**src/rtl/mseq_pkg.sv**
```systemverilog
// Shared types and constants for micro_sequencer: micro-word layout, field
// offsets and the sequencer state encoding.
package mseq_pkg;

    localparam int MS_DEPTH = 16;
    localparam int MS_NREGS = 8;
    localparam int MS_SELW  = 4;
    localparam int MS_ALU_OPW = 1;
    localparam int MS_MUL_OPW = 1;
    localparam int MS_LOG_OPW = 2;

    // Bit offsets, LSB upward; each field starts where the previous one ends.
    localparam int MS_LAST_BIT      = 0;
    localparam int MS_RESULT_EN_BIT = MS_LAST_BIT + 1;
    localparam int MS_REG_EN_LSB    = MS_RESULT_EN_BIT + 1;
    localparam int MS_LOG_OP_LSB    = MS_REG_EN_LSB + MS_NREGS;
    localparam int MS_LOG_SEL2_LSB  = MS_LOG_OP_LSB + MS_LOG_OPW;
    localparam int MS_LOG_SEL1_LSB  = MS_LOG_SEL2_LSB + MS_SELW;
    localparam int MS_MUL_OP_LSB    = MS_LOG_SEL1_LSB + MS_SELW;
    localparam int MS_MUL_SEL2_LSB  = MS_MUL_OP_LSB + MS_MUL_OPW;
    localparam int MS_MUL_SEL1_LSB  = MS_MUL_SEL2_LSB + MS_SELW;
    localparam int MS_ALU_OP_LSB    = MS_MUL_SEL1_LSB + MS_SELW;
    localparam int MS_ALU_SEL2_LSB  = MS_ALU_OP_LSB + MS_ALU_OPW;
    localparam int MS_ALU_SEL1_LSB  = MS_ALU_SEL2_LSB + MS_SELW;
    localparam int MS_UW            = MS_ALU_SEL1_LSB + MS_SELW;

    typedef struct packed {
        logic [MS_SELW-1:0]    alu_sel1;
        logic [MS_SELW-1:0]    alu_sel2;
        logic [MS_ALU_OPW-1:0] alu_op;
        logic [MS_SELW-1:0]    mul_sel1;
        logic [MS_SELW-1:0]    mul_sel2;
        logic [MS_MUL_OPW-1:0] mul_op;
        logic [MS_SELW-1:0]    log_sel1;
        logic [MS_SELW-1:0]    log_sel2;
        logic [MS_LOG_OPW-1:0] log_op;
        logic [MS_NREGS-1:0]   reg_en;
        logic                  result_en;
        logic                  last;
    } uword_t;

    typedef enum logic [1:0] {
        IDLE = 2'd0,
        RUN  = 2'd1,
        DONE = 2'd2
    } state_t;

endpackage

```
**src/rtl/mseq_cstore.sv**
```systemverilog
// Control store for micro_sequencer: DEPTH x UW words, synchronous write,
// asynchronous read. Contents are deliberately not reset.
module mseq_cstore #(
    parameter int DEPTH = 16,
    parameter int UW    = 38
) (
    input  logic                     clk,
    input  logic                     we,
    input  logic [$clog2(DEPTH)-1:0] waddr,
    input  logic [UW-1:0]            wdata,
    input  logic [$clog2(DEPTH)-1:0] raddr,
    output logic [UW-1:0]            rdata
);

    logic [UW-1:0] mem_r [DEPTH];

    // Word write on the clock edge.
    always_ff @(posedge clk) begin
        if (we) begin
            mem_r[waddr] <= wdata;
        end
    end

    assign rdata = mem_r[raddr];

endmodule

```
**src/rtl/micro_sequencer.sv**
```systemverilog
// Programmable micro-sequencer driving the ALU/MUL/LOG datapath selects and
// enables. Optional `hold` input when MICRO_SEQUENCER_HOLD_EN is defined.
module micro_sequencer
    import mseq_pkg::*;
#(
    parameter int DEPTH = MS_DEPTH,
    parameter int NREGS = MS_NREGS,
    parameter int SELW  = MS_SELW
) (
    input  logic                          clk,
    input  logic                          rst,
`ifdef MICRO_SEQUENCER_HOLD_EN
    input  logic                          hold,
`endif
    input  logic                          start,
    output logic                          op_ready,
    output logic                          done_next,
    output logic                          err,
    input  logic                          prog_we,
    input  logic [$clog2(DEPTH)-1:0]      prog_addr,
    input  logic [3*SELW*2+4+NREGS+1:0]   prog_data,
    output logic [SELW-1:0]               alu1_sel1,
    output logic [SELW-1:0]               alu1_sel2,
    output logic                          alu1_op,
    output logic [SELW-1:0]               mul1_sel1,
    output logic [SELW-1:0]               mul1_sel2,
    output logic                          mul1_op,
    output logic [SELW-1:0]               log1_sel1,
    output logic [SELW-1:0]               log1_sel2,
    output logic [1:0]                    log1_op,
    output logic [NREGS-1:0]              reg_en,
    output logic                          result_en
);

    localparam int AW = $clog2(DEPTH);
    localparam int UW = 3*SELW*2 + 4 + NREGS + 2;
    localparam logic [AW-1:0] PC_MAX = AW'(DEPTH - 1);

    state_t        state_r, state_nx_s;
    logic [AW-1:0] pc_r, pc_nx_s;
    logic          err_r, err_nx_s;
    logic          hold_s;
    logic          cs_we_s;
    logic [UW-1:0] cs_rdata_s;
    uword_t        word_s;

`ifdef MICRO_SEQUENCER_HOLD_EN
    assign hold_s = hold;
`else
    assign hold_s = 1'b0;
`endif

    // Program writes only land while idle.
    assign cs_we_s = prog_we && (state_r == IDLE);
    assign word_s  = uword_t'(cs_rdata_s);

    mseq_cstore #(
        .DEPTH (DEPTH),
        .UW    (UW)
    ) u_cstore (
        .clk   (clk),
        .we    (cs_we_s),
        .waddr (prog_addr),
        .wdata (prog_data),
        .raddr (pc_r),
        .rdata (cs_rdata_s)
    );

    // State, program counter and overflow flag registers.
    always_ff @(posedge clk) begin
        if (rst) begin
            state_r <= IDLE;
            pc_r    <= {AW{1'b0}};
            err_r   <= 1'b0;
        end else begin
            state_r <= state_nx_s;
            pc_r    <= pc_nx_s;
            err_r   <= err_nx_s;
        end
    end

    // Next-state logic; the last word never wraps, it ends the run with err.
    always_comb begin
        state_nx_s = state_r;
        pc_nx_s    = pc_r;
        err_nx_s   = err_r;
        case (state_r)
            IDLE: begin
                if (start) begin
                    state_nx_s = RUN;
                    pc_nx_s    = {AW{1'b0}};
                    err_nx_s   = 1'b0;
                end else begin
                    state_nx_s = IDLE;
                end
            end
            RUN: begin
                if (hold_s) begin
                    state_nx_s = RUN;
                end else if (word_s.last) begin
                    state_nx_s = DONE;
                end else if (pc_r == PC_MAX) begin
                    state_nx_s = DONE;
                    err_nx_s   = 1'b1;
                end else begin
                    pc_nx_s = pc_r + {{(AW-1){1'b0}}, 1'b1};
                end
            end
            DONE:    state_nx_s = IDLE;
            default: state_nx_s = IDLE;
        endcase
    end

    // Output decode: datapath controls only in RUN, enables masked by hold.
    always_comb begin
        op_ready  = 1'b0;
        done_next = 1'b0;
        err       = 1'b0;
        alu1_sel1 = {SELW{1'b0}};
        alu1_sel2 = {SELW{1'b0}};
        alu1_op   = 1'b0;
        mul1_sel1 = {SELW{1'b0}};
        mul1_sel2 = {SELW{1'b0}};
        mul1_op   = 1'b0;
        log1_sel1 = {SELW{1'b0}};
        log1_sel2 = {SELW{1'b0}};
        log1_op   = 2'b00;
        reg_en    = {NREGS{1'b0}};
        result_en = 1'b0;
        case (state_r)
            IDLE: op_ready = 1'b1;
            RUN: begin
                alu1_sel1 = word_s.alu_sel1;
                alu1_sel2 = word_s.alu_sel2;
                alu1_op   = word_s.alu_op;
                mul1_sel1 = word_s.mul_sel1;
                mul1_sel2 = word_s.mul_sel2;
                mul1_op   = word_s.mul_op;
                log1_sel1 = word_s.log_sel1;
                log1_sel2 = word_s.log_sel2;
                log1_op   = word_s.log_op;
                if (hold_s) begin
                    reg_en    = {NREGS{1'b0}};
                    result_en = 1'b0;
                end else begin
                    reg_en    = word_s.reg_en;
                    result_en = word_s.result_en;
                end
            end
            DONE: begin
                done_next = 1'b1;
                err       = err_r;
            end
            default: op_ready = 1'b0;
        endcase
    end

endmodule

```
**config.mk**
```make
export PLATFORM = sky130hd
export DESIGN_NAME = micro_sequencer
export DESIGN_NICKNAME = d
export VERILOG_FILES = /design/src/rtl/mseq_pkg.sv /design/src/rtl/mseq_cstore.sv /design/src/rtl/micro_sequencer.sv
export SDC_FILE = /design/constraint.sdc
export NUM_CORES = 1
export LEC_CHECK = 0
export BUFFER_PORTS_ARGS = -buffer_cell sky130_fd_sc_hd__clkbuf_2
export CAP_MARGIN = 25
export CORE_UTILIZATION = 40
export DETAILED_ROUTE_END_ITERATION = 12
export PLACE_DENSITY = 0.6
export SLEW_MARGIN = 30
export SYNTH_ARGS = -nofsm -noshare
export SYNTH_HDL_FRONTEND = slang
export SYNTH_SLANG_ARGS = --single-unit
```
**constraint.sdc**
```tcl
create_clock -name clk -period 5.3 [get_ports clk]
set_clock_uncertainty 0.2 [all_clocks]
set_input_delay 0.53 -clock clk [delete_from_list [all_inputs] [get_ports clk]]
set_output_delay 0.53 -clock clk [all_outputs]
set_load 0.005 [all_outputs]
```
# Yosys cells after proc, flatten, opt, wreduce, memory -nomap -nowiden
# Memory sizes are Yosys's and may differ from the RTL's. A register that Yosys moved wholly into a read port is not among the register bits.
# Index checks and enable logic that the tools add are counted.
op_classes:
  addsub: 1
  eq_ne: 8
  muxes: 30
  reduce_logical: 5
op_table:
  columns: ["operator", "n"]
  rows:
  - ["2-to-1 mux 4 bit", 11]
  - ["2-to-1 mux 1 bit", 12]
  - ["2-to-1 mux 8 bit", 1]
  - ["inequality test 2 bit (second input constant)", 4]
  - ["one-hot mux 4 bit (2 select lines)", 1]
  - ["AND reduction 4 bit", 2]
  - ["2-to-1 mux 2 bit", 3]
  - ["adder 4 x 1 -> 4 bit (second input constant)", 1]
  - ["equality test 4 bit (second input constant)", 1]
  - ["one-hot mux 2 bit (2 select lines)", 1]
  - ["inequality test 3 bit (second input constant)", 1]
  - ["equality test 2 x 1 -> 1 bit (second input constant)", 1]
  - ["equality test 2 bit (second input constant)", 1]
  - ["logical NOT 2 bit", 1]
  - ["one-hot mux 1 bit (2 select lines)", 1]
  - ["nonzero test 2 bit", 1]
  - ["logical AND 1 bit", 1]
word_totals:
  register_bits: 7
  ramBits: 608
  inputBits: 46
  output_inout_bits: 40
  elab_cells: 48
  memories: 1
memory_table:
  columns: ["name", "depth", "width", "read_ports", "rd_clocked_by_memory_dff", "wr", "line_no", "source"]
  rows:
  - ["u_cstore.mem_r", 16, 38, 1, 1, 1, "mseq_cstore.sv:15", "logic [UW-1:0] mem_r [DEPTH];"]

# Depth between registers and ports, before layout
# Gate-level depths: netlist of run 1.
depth:
  ltp_word: 6
  depth_mapped: 7
  mapped_depth_nobuf: 5

# By module
# Synthesis of run 1 repeated with hierarchy kept, for this count alone.
hier_totals:
  hier_cells: 1043
  hier_area_um2: 23477.5
by_module_without_submodules:
  columns: ["module", "instances", "cells_per_inst", "area_each_um2", "seq_area_each_um2"]
  rows:
  - ["mseq_cstore", 1, 951, 22809.4, 18257.5]
  - ["micro_sequencer", 1, 92, 668.1, 140.1]

# Least setup slack after synthesis of run 1
# Ideal clock, no wire load.
synth_timing:
  path_kind: "register to register"
  start: "register state_r[1]"
  end: "memory u_cstore.mem_r[0][0] (enable)"
  setup_time_ns: 0.481
  t_arrival_ns: 3.654
  t_required_ns: 4.619
  path_slack_ns: 0.965
  path_stages_with_launch: 5
  period_less_slack_ns: 4.335
  cell_sequence: "dfxtp_1 > nor2_1 > nand2_1 > or3_1 > nor3_1"
synth_via:
  elab_chain_len: 4
synth_rtl:
  columns: ["element", "line_no", "source"]
  rows:
  - ["start, declared", "micro_sequencer.sv:39", "state_t state_r, state_nx_s;"]
  - ["start signal, assigned", "micro_sequencer.sv:76", "state_r <= state_nx_s;"]
  - ["logical NOT 2 bit", "micro_sequencer.sv:54", "assign cs_we_s = prog_we && (state_r == IDLE);"]
  - ["logical AND 1 bit", "micro_sequencer.sv:54", null]
  - ["2-to-1 mux 1 bit", "mseq_cstore.sv:19", "if (we) begin"]
  - ["2-to-1 mux 1 bit (implied by the code)", "mseq_cstore.sv:20", "mem_r[waddr] <= wdata;"]
  - ["end, declared", "mseq_cstore.sv:15", null]
# Every way passes these cells.

==> impl_results.md, run 1 <==
- Outcome: finished, final reports clean
- Cell area after layout: 27100 sq um
- Startpoint Class: flip-flop
- Setup crit end kind: output port
- Hpwl dp: 26.0 mm
- Post-Syn Instances: 960
- Via count: 10400
- WP data arrival: 3.15 ns
- Clock root buffer: clkbuf_16
- H-tree Lvls: 2
- Starting DRT DRC Count: 1018
- Antenna viol nets, final: 0
- Synth area leaders: edfxtp_1 (77%), mux4_2 (18%), and2_1 (1.0%)
- Synth top area share: 77.3%
- Drt via density: 5.46
- Reg2reg setup slack: 2.10 ns
- Clock Latency Late Sink: 0.61 ns
- Dpl cells: 1789
- Largest net degree at the start of global routing: 56
- DRC: 0
- Worst Setup Path Type: reg -> out
- Peak VDD IR: 0.000252 V
- Grt total ovfl: 0
- Die H: 245 um
- Register area share after synthesis: 78.2%
- Tightest Pin Transition: 0.925 ns
- Rows: 88
- Top-count cell post-synth: edfxtp_1
- # IOs: 86
- Max cap viols: 0
- R2R Path End: state_r[0]$_SDFFE_PP0P_
- Final WL: 50.8 mm
- Synth cell count leaders: edfxtp_1 (608), mux4_2 (187), and2_1 (38), clkbuf_1 (24), nor2_1 (15)
- Post-synth EDFFs: 608
- Reg2reg path depth: 6
- GRT Total Usage: 17.2%
- Layout cells sized above 1: 36.5%
- Gpl congestion: 0.715
- YS warnings: 0
- Met3 WL post-DR: 2.56 mm
- Placed Instance Area: 25200 sq um
- CTS Sinks: 619
- Initial antenna violation count: 3
- Final TNS setup: 0 ns
- Drt pass-1 iters: 4
- Core region area: 58000 sq um
- Worst setup path endpoint: log1_sel2[3]
- Slew margin rel.: 38.2%
- Layout area overhead: 14.6%
- Net Count, Synth: 1007
- P_leak: 8.28 nW
- Crit path required time: 4.57 ns
- Max Fclk: 258 MHz
- Hold Crit Class: in -> reg
- Cell Pwr Density: 365 nW/um^2
- Die Wd: 245 um
- Final setup fails: 0
- FFs w/ async S/R, synth: 0%
- Average size of a mapped cell: 24.6 sq um
- Vias in the first global route: 10900
- Final hold slack: 0.0556 ns
- Synthesized cell area: 23600 sq um
- Minimum clock period: 3.88 ns
- Yosys cell types: 33
- TritonCTS clock tree: yes
- Clock transition at path regs: 0.06 ns
- Initial cell density of the core: 40.7%
- Final hold viol count: 0
- Critical Path Fanout Max: 37
- Yosys top cell by area: edfxtp_1
- Port Buffer Count: 85
- Nets@finish: 1135
- #FFs+latches synth: 619
- Routed met2 length: 25.5 mm
- Clk buf depth: 3
- RSZ-0062 raised after global routing: no
- First-pass GRT wire length: 74.2 mm
- Die ar.: 60100 sq um
- Wire per inst: 26.7 um
- Post_cts resized: 0
- Num CTS Buffers: 60
- Main synth FF type: edfxtp_1
- Max layer used: met5
- Cell Count, Final, Fillers Out: 1899
- Fin crit share: 73.1%
- Final max-slew violation count: 0
- Wl on met1: 21.9 mm
- Tot Pwr: 9.89 mW
-- state kept, by name, indices dropped and copies added (netlist names), named ones only --
signal / count
u_cstore.mem_r: 608
pc_r: 4
err_r: 1
state_r: 2
-- critical path, stage by stage (launching register included) --
cell	delay, ns
dfxtp_4	0.70
buf_4	0.58
mux4_2	0.39
mux4_2	0.53
and2_1	0.19
clkbuf_2	0.11
-- per-layer routing --
| layer | track usage [%] | vias to the layer above |
|---|---|---|
| li1 | - | 4384 |
| met1 | 23.6 | 5664 |
| met2 | 28.7 | 257 |
| met3 | 2.91 | 66 |
| met4 | 3.82 | 4 |
| met5 | 0 | - |
-- stage by stage --
stage / utilization (%) / worst slack (ns)
2_1_floorplan: - / 0.965
3_3_place_gp: 43.4 / 2.02
3_5_place_dp: 43.4 / 2.03
4_1_cts: 46.7 / 1.35
5_1_grt: 46.7 / 1.25
6_report: 46.7 / 1.42
-- cell type report --
| class | count | area (sq um) |
|---|---|---|
| clock inverters | 34 | 319 |
| fillers | 4698 | 30900 |
| repair buffers | 115 | 706 |
| flip-flops and latches | 619 | 18500 |
| multi-input cells | 292 | 5040 |
| well taps | 765 | 957 |
| clock buffers | 73 | 1570 |
| diodes | 1 | 2.50 |
-- cell usage in the layout (no fill, tap or decap), types with 7 or more instances in the layout --
master	Yosys	final
clkbuf_2	0	85
nand2_1	8	8
buf_4	3	24
mux4_2	187	187
and2_1	38	38
nor2_4	0	12
dfxtp_1	11	7
clkinv_2	0	12
clkinv_1	0	12
edfxtp_1	608	608
clkbuf_1	24	12
clkbuf_16	0	61
-- power breakdown --
part / leakage, nW / internal (mW) / switching (mW)
Clock: 0.926 / 2.35 / 1.78
Combinational: 1.78 / 0.130 / 0.196
Sequential: 5.58 / 5.43 / 0.0141
-- how the worst min path moves through the flow --
stage | depth (start not counted) | to | start | slack, ns
6_report | 2 | state_r[1]$_SDFFE_PP0P_ | rst | 0.06
5_1_grt | 2 | state_r[1]$_SDFFE_PP0P_ | rst | 0.06
4_1_cts | 2 | state_r[1]$_SDFFE_PP0P_ | rst | 0.02
3_5_place_dp | 1 | err_r$_SDFFE_PP0P_ | err_r$_SDFFE_PP0P_ | 0.28
3_3_place_gp | 1 | err_r$_SDFFE_PP0P_ | err_r$_SDFFE_PP0P_ | 0.26
2_1_floorplan | 1 | err_r$_SDFFE_PP0P_ | err_r$_SDFFE_PP0P_ | 0.24
-- cell families (layout without fill, tap and decap cells) --
logic type,Yosys count,in the layout,share of synthesized area [%]
AOI/OAI and AO/OA,10,10,0.371
DFF,619,619,78.2
other,0,1,0
adders and majority gates,1,1,0.0529
muxes,200,200,18.4
buffers and inverters,49,222,0.990
and+or+nand+nor,81,81,1.94
-- repair_timing --
action / in CTS / in global routing
buffers inserted: 0 / 0
hold buffers: 2 / 0
setup endpoints to repair: 0 / 0
hold endpoints to repair: 1 / 0
(Power assumes the default switching activity.)
==> inputs of run 2 (changes only) <==
==> constraint.sdc (replaced) <==
create_clock -name clk -period 3.7 [get_ports clk]
set_clock_uncertainty 0.2 [all_clocks]
set_input_delay 0.37 -clock clk [delete_from_list [all_inputs] [get_ports clk]]
set_output_delay 0.37 -clock clk [all_outputs]
set_load 0.005 [all_outputs]
==> run 2 against run 1 <==
Net effect: final area rose by 2.6%; critical path depth is the same; sequential cell count did not move; non-clock buffer count rose by 47; highest routed layer unchanged; sequential share of layout area is 1.7 points lower.
==> impl_results.md, run 2 (synthesized netlist as in run 1, its figures left out) <==
- Max layer used: met5 (unchanged)
- Port Buffer Count: 85 (unchanged)
- Routed met2 length: 25.7 mm (was 25.5 mm)
- Met3 WL post-DR: 2.41 mm (was 2.56 mm)
- Num CTS Buffers: 60 (unchanged)
- Nets@finish: 1182 (was 1135)
- Top Registers: u_cstore.mem_r: 608 flops, pc_r: 4 flops, state_r: 2 flops (unchanged)
- Tightest Pin Transition: 0.925 ns (about the same)
- Initial antenna violation count: 2 (was 3)
- First-pass GRT wire length: 76.3 mm (was 74.2 mm)
- Clock transition at path regs: 0.06 ns (about the same)
- P_leak: 8.53 nW (was 8.28 nW)
- CTS Sinks: 619 (unchanged)
- Max cap viols: 0 (unchanged)
- Critical Path Fanout Max: 28 (was 37)
- Slew margin rel.: 38.2% (about the same)
- H-tree Lvls: 2 (unchanged)
- Final TNS setup: 0 ns (unchanged)
- Drt pass-1 iters: 5 (was 4)
- Clk buf depth: 3 (unchanged)
- Buf/Inv on CP: 2 (unchanged)
- Core region area: 58000 sq um (unchanged)
- Vias in the first global route: 11300 (was 10900)
- Die H: 245 um (unchanged)
- Setup crit end kind: output port (unchanged)
- # IOs: 86 (unchanged)
- Max reg flops: 608 (unchanged)
- Die Wd: 245 um (unchanged)
- Final setup fails: 0 (unchanged)
- Peak VDD IR: 0.000363 V (was 0.000252 V)
- Grt total ovfl: 0 (unchanged)
- Final hold viol count: 0 (unchanged)
- Hold path start: err_r$_SDFFE_PP0P_ (was rst)
- Most common cell on crit path: mux4_2 (unchanged)
- Layout cells sized above 1: 35.1% (was 36.5%)
- Post_cts resized: 0 (unchanged)
- Hold Crit Class: reg -> reg (was in -> reg)
- Outcome: finished, final reports clean (unchanged)
- Wire per inst: 26.6 um (was 26.7 um)
- Crit path max-delay family: multiplexers (unchanged)
- Worst Setup Path Type: reg -> out (unchanged)
- Crit path required time: 3.13 ns (was 4.57 ns)
- Largest net degree at the start of global routing: 42 (was 56)
- CP cell instances: buf_4, mux4_2, mux4_2, and2_1, clkbuf_2 (unchanged)
- Cell Pwr Density: 506 nW/um^2 (was 365 nW/um^2)
- Most common cell after layout, fill and taps aside: edfxtp_1 (unchanged)
- DRC: 0 (unchanged)
- Via count: 10600 (was 10400)
- Filler cell count in the final layout: 4674 (was 4698)
- Reg with most FFs: u_cstore.mem_r (unchanged)
- Gpl congestion: 0.691 (was 0.715)
- WP data arrival: 2.90 ns (was 3.15 ns)
- Final max-slew violation count: 0 (unchanged)
- Initial cell density of the core: 40.7% (unchanged)
- RSZ-0062 raised after global routing: no (unchanged)
- Startpoint Class: flip-flop (unchanged)
- Wl on met1: 22.8 mm (was 21.9 mm)
- Drt via density: 5.47 (was 5.46)
- Max Fclk: 288 MHz
- Clock root buffer: clkbuf_16 (unchanged)
- Worst path max stage delay: 0.57 ns (was 0.70 ns)
- Commonest cells after routing, fill and taps aside: edfxtp_1 (608), mux4_2 (187), clkbuf_2 (85) (unchanged)
- Final WL: 51.9 mm (was 50.8 mm)
- Rows: 88 (unchanged)
- Die ar.: 60100 sq um (unchanged)
- Clock Latency Late Sink: 0.61 ns (about the same)
- Final hold slack: 0.292 ns (was 0.0556 ns)
- Minimum clock period: 3.47 ns
- GRT Total Usage: 17.7% (was 17.2%)
- Fin crit share: 93.8%
- Slowest-stage cell, CP: mux4_2 (was dfxtp_4)
- Starting DRT DRC Count: 884 (was 1018)
- Layout area overhead: 17.6% (was 14.6%)
- Hpwl dp: 26.6 mm (was 26.0 mm)
- TritonCTS clock tree: yes (unchanged)
- Antenna viol nets, final: 0 (unchanged)
[run 2: cell count changes in the layout (fill, tap and decap cells not counted), sizes merged]
cell / delta
clkinvlp: -2
buf: +8
clkbuf: +2
bufinv: -1
clkinv: +1
dlygate4sd3: +39
[run 2: stage by stage]
step	power (mW)	instances	worst slack [ns]	instance area (sq um)	util, %
floorplan	8.19	960	0.384	23700	-
global placement	8.43	1797	0.835	25500	44.0
global route	14.5	1946	0.0521	27800	47.9
detailed placement	8.44	1797	0.823	25500	44.0
CTS	14.2	1945	0.146	27800	47.9
finish	14.1	1946	0.229	27800	47.9
[run 2: timing repair]
action                                 in CTS  in global routing
endpoints found under the hold margin     614                  0
hold buffers                               41                  0
setup buffers                               0                  0
[run 2: path summary, 6_finish.rpt]
path                             endpoint  slack [ns]  cells past startpoint
setup reg to reg  state_r[0]$_SDFFE_PP0P_        0.80                      6
setup / recovery                result_en        0.23                      5
hold / removal         err_r$_SDFFE_PP0P_        0.29                      1
hold reg to reg        err_r$_SDFFE_PP0P_        0.29                      1
[run 2: layout make-up]
type                            instances  area (sq um)  area share, %
Multi-Input combinational cell        292          5060           18.2
Sequential cell                       619         18500           66.5
Timing Repair Buffer                  162          1440           5.20
Clock buffer                           75          1580           5.68
Antenna cell                            1          2.50        0.00901
Tap cell                              765           957           3.44
Clock inverter                         32           253          0.910
[run 2: per-layer routing]
| layer | track usage (%) | up-vias |
|---|---|---|
| met5 | 0 | - |
| met4 | 4.41 | 2 |
| met3 | 2.97 | 74 |
| met2 | 28.9 | 280 |
| met1 | 24.9 | 5788 |
| li1 | - | 4492 |
[run 2: where the power goes]
group	switching (mW)	internal (mW)
logic	0.300	0.224
registers	0.0187	7.78
clock network	2.47	3.27
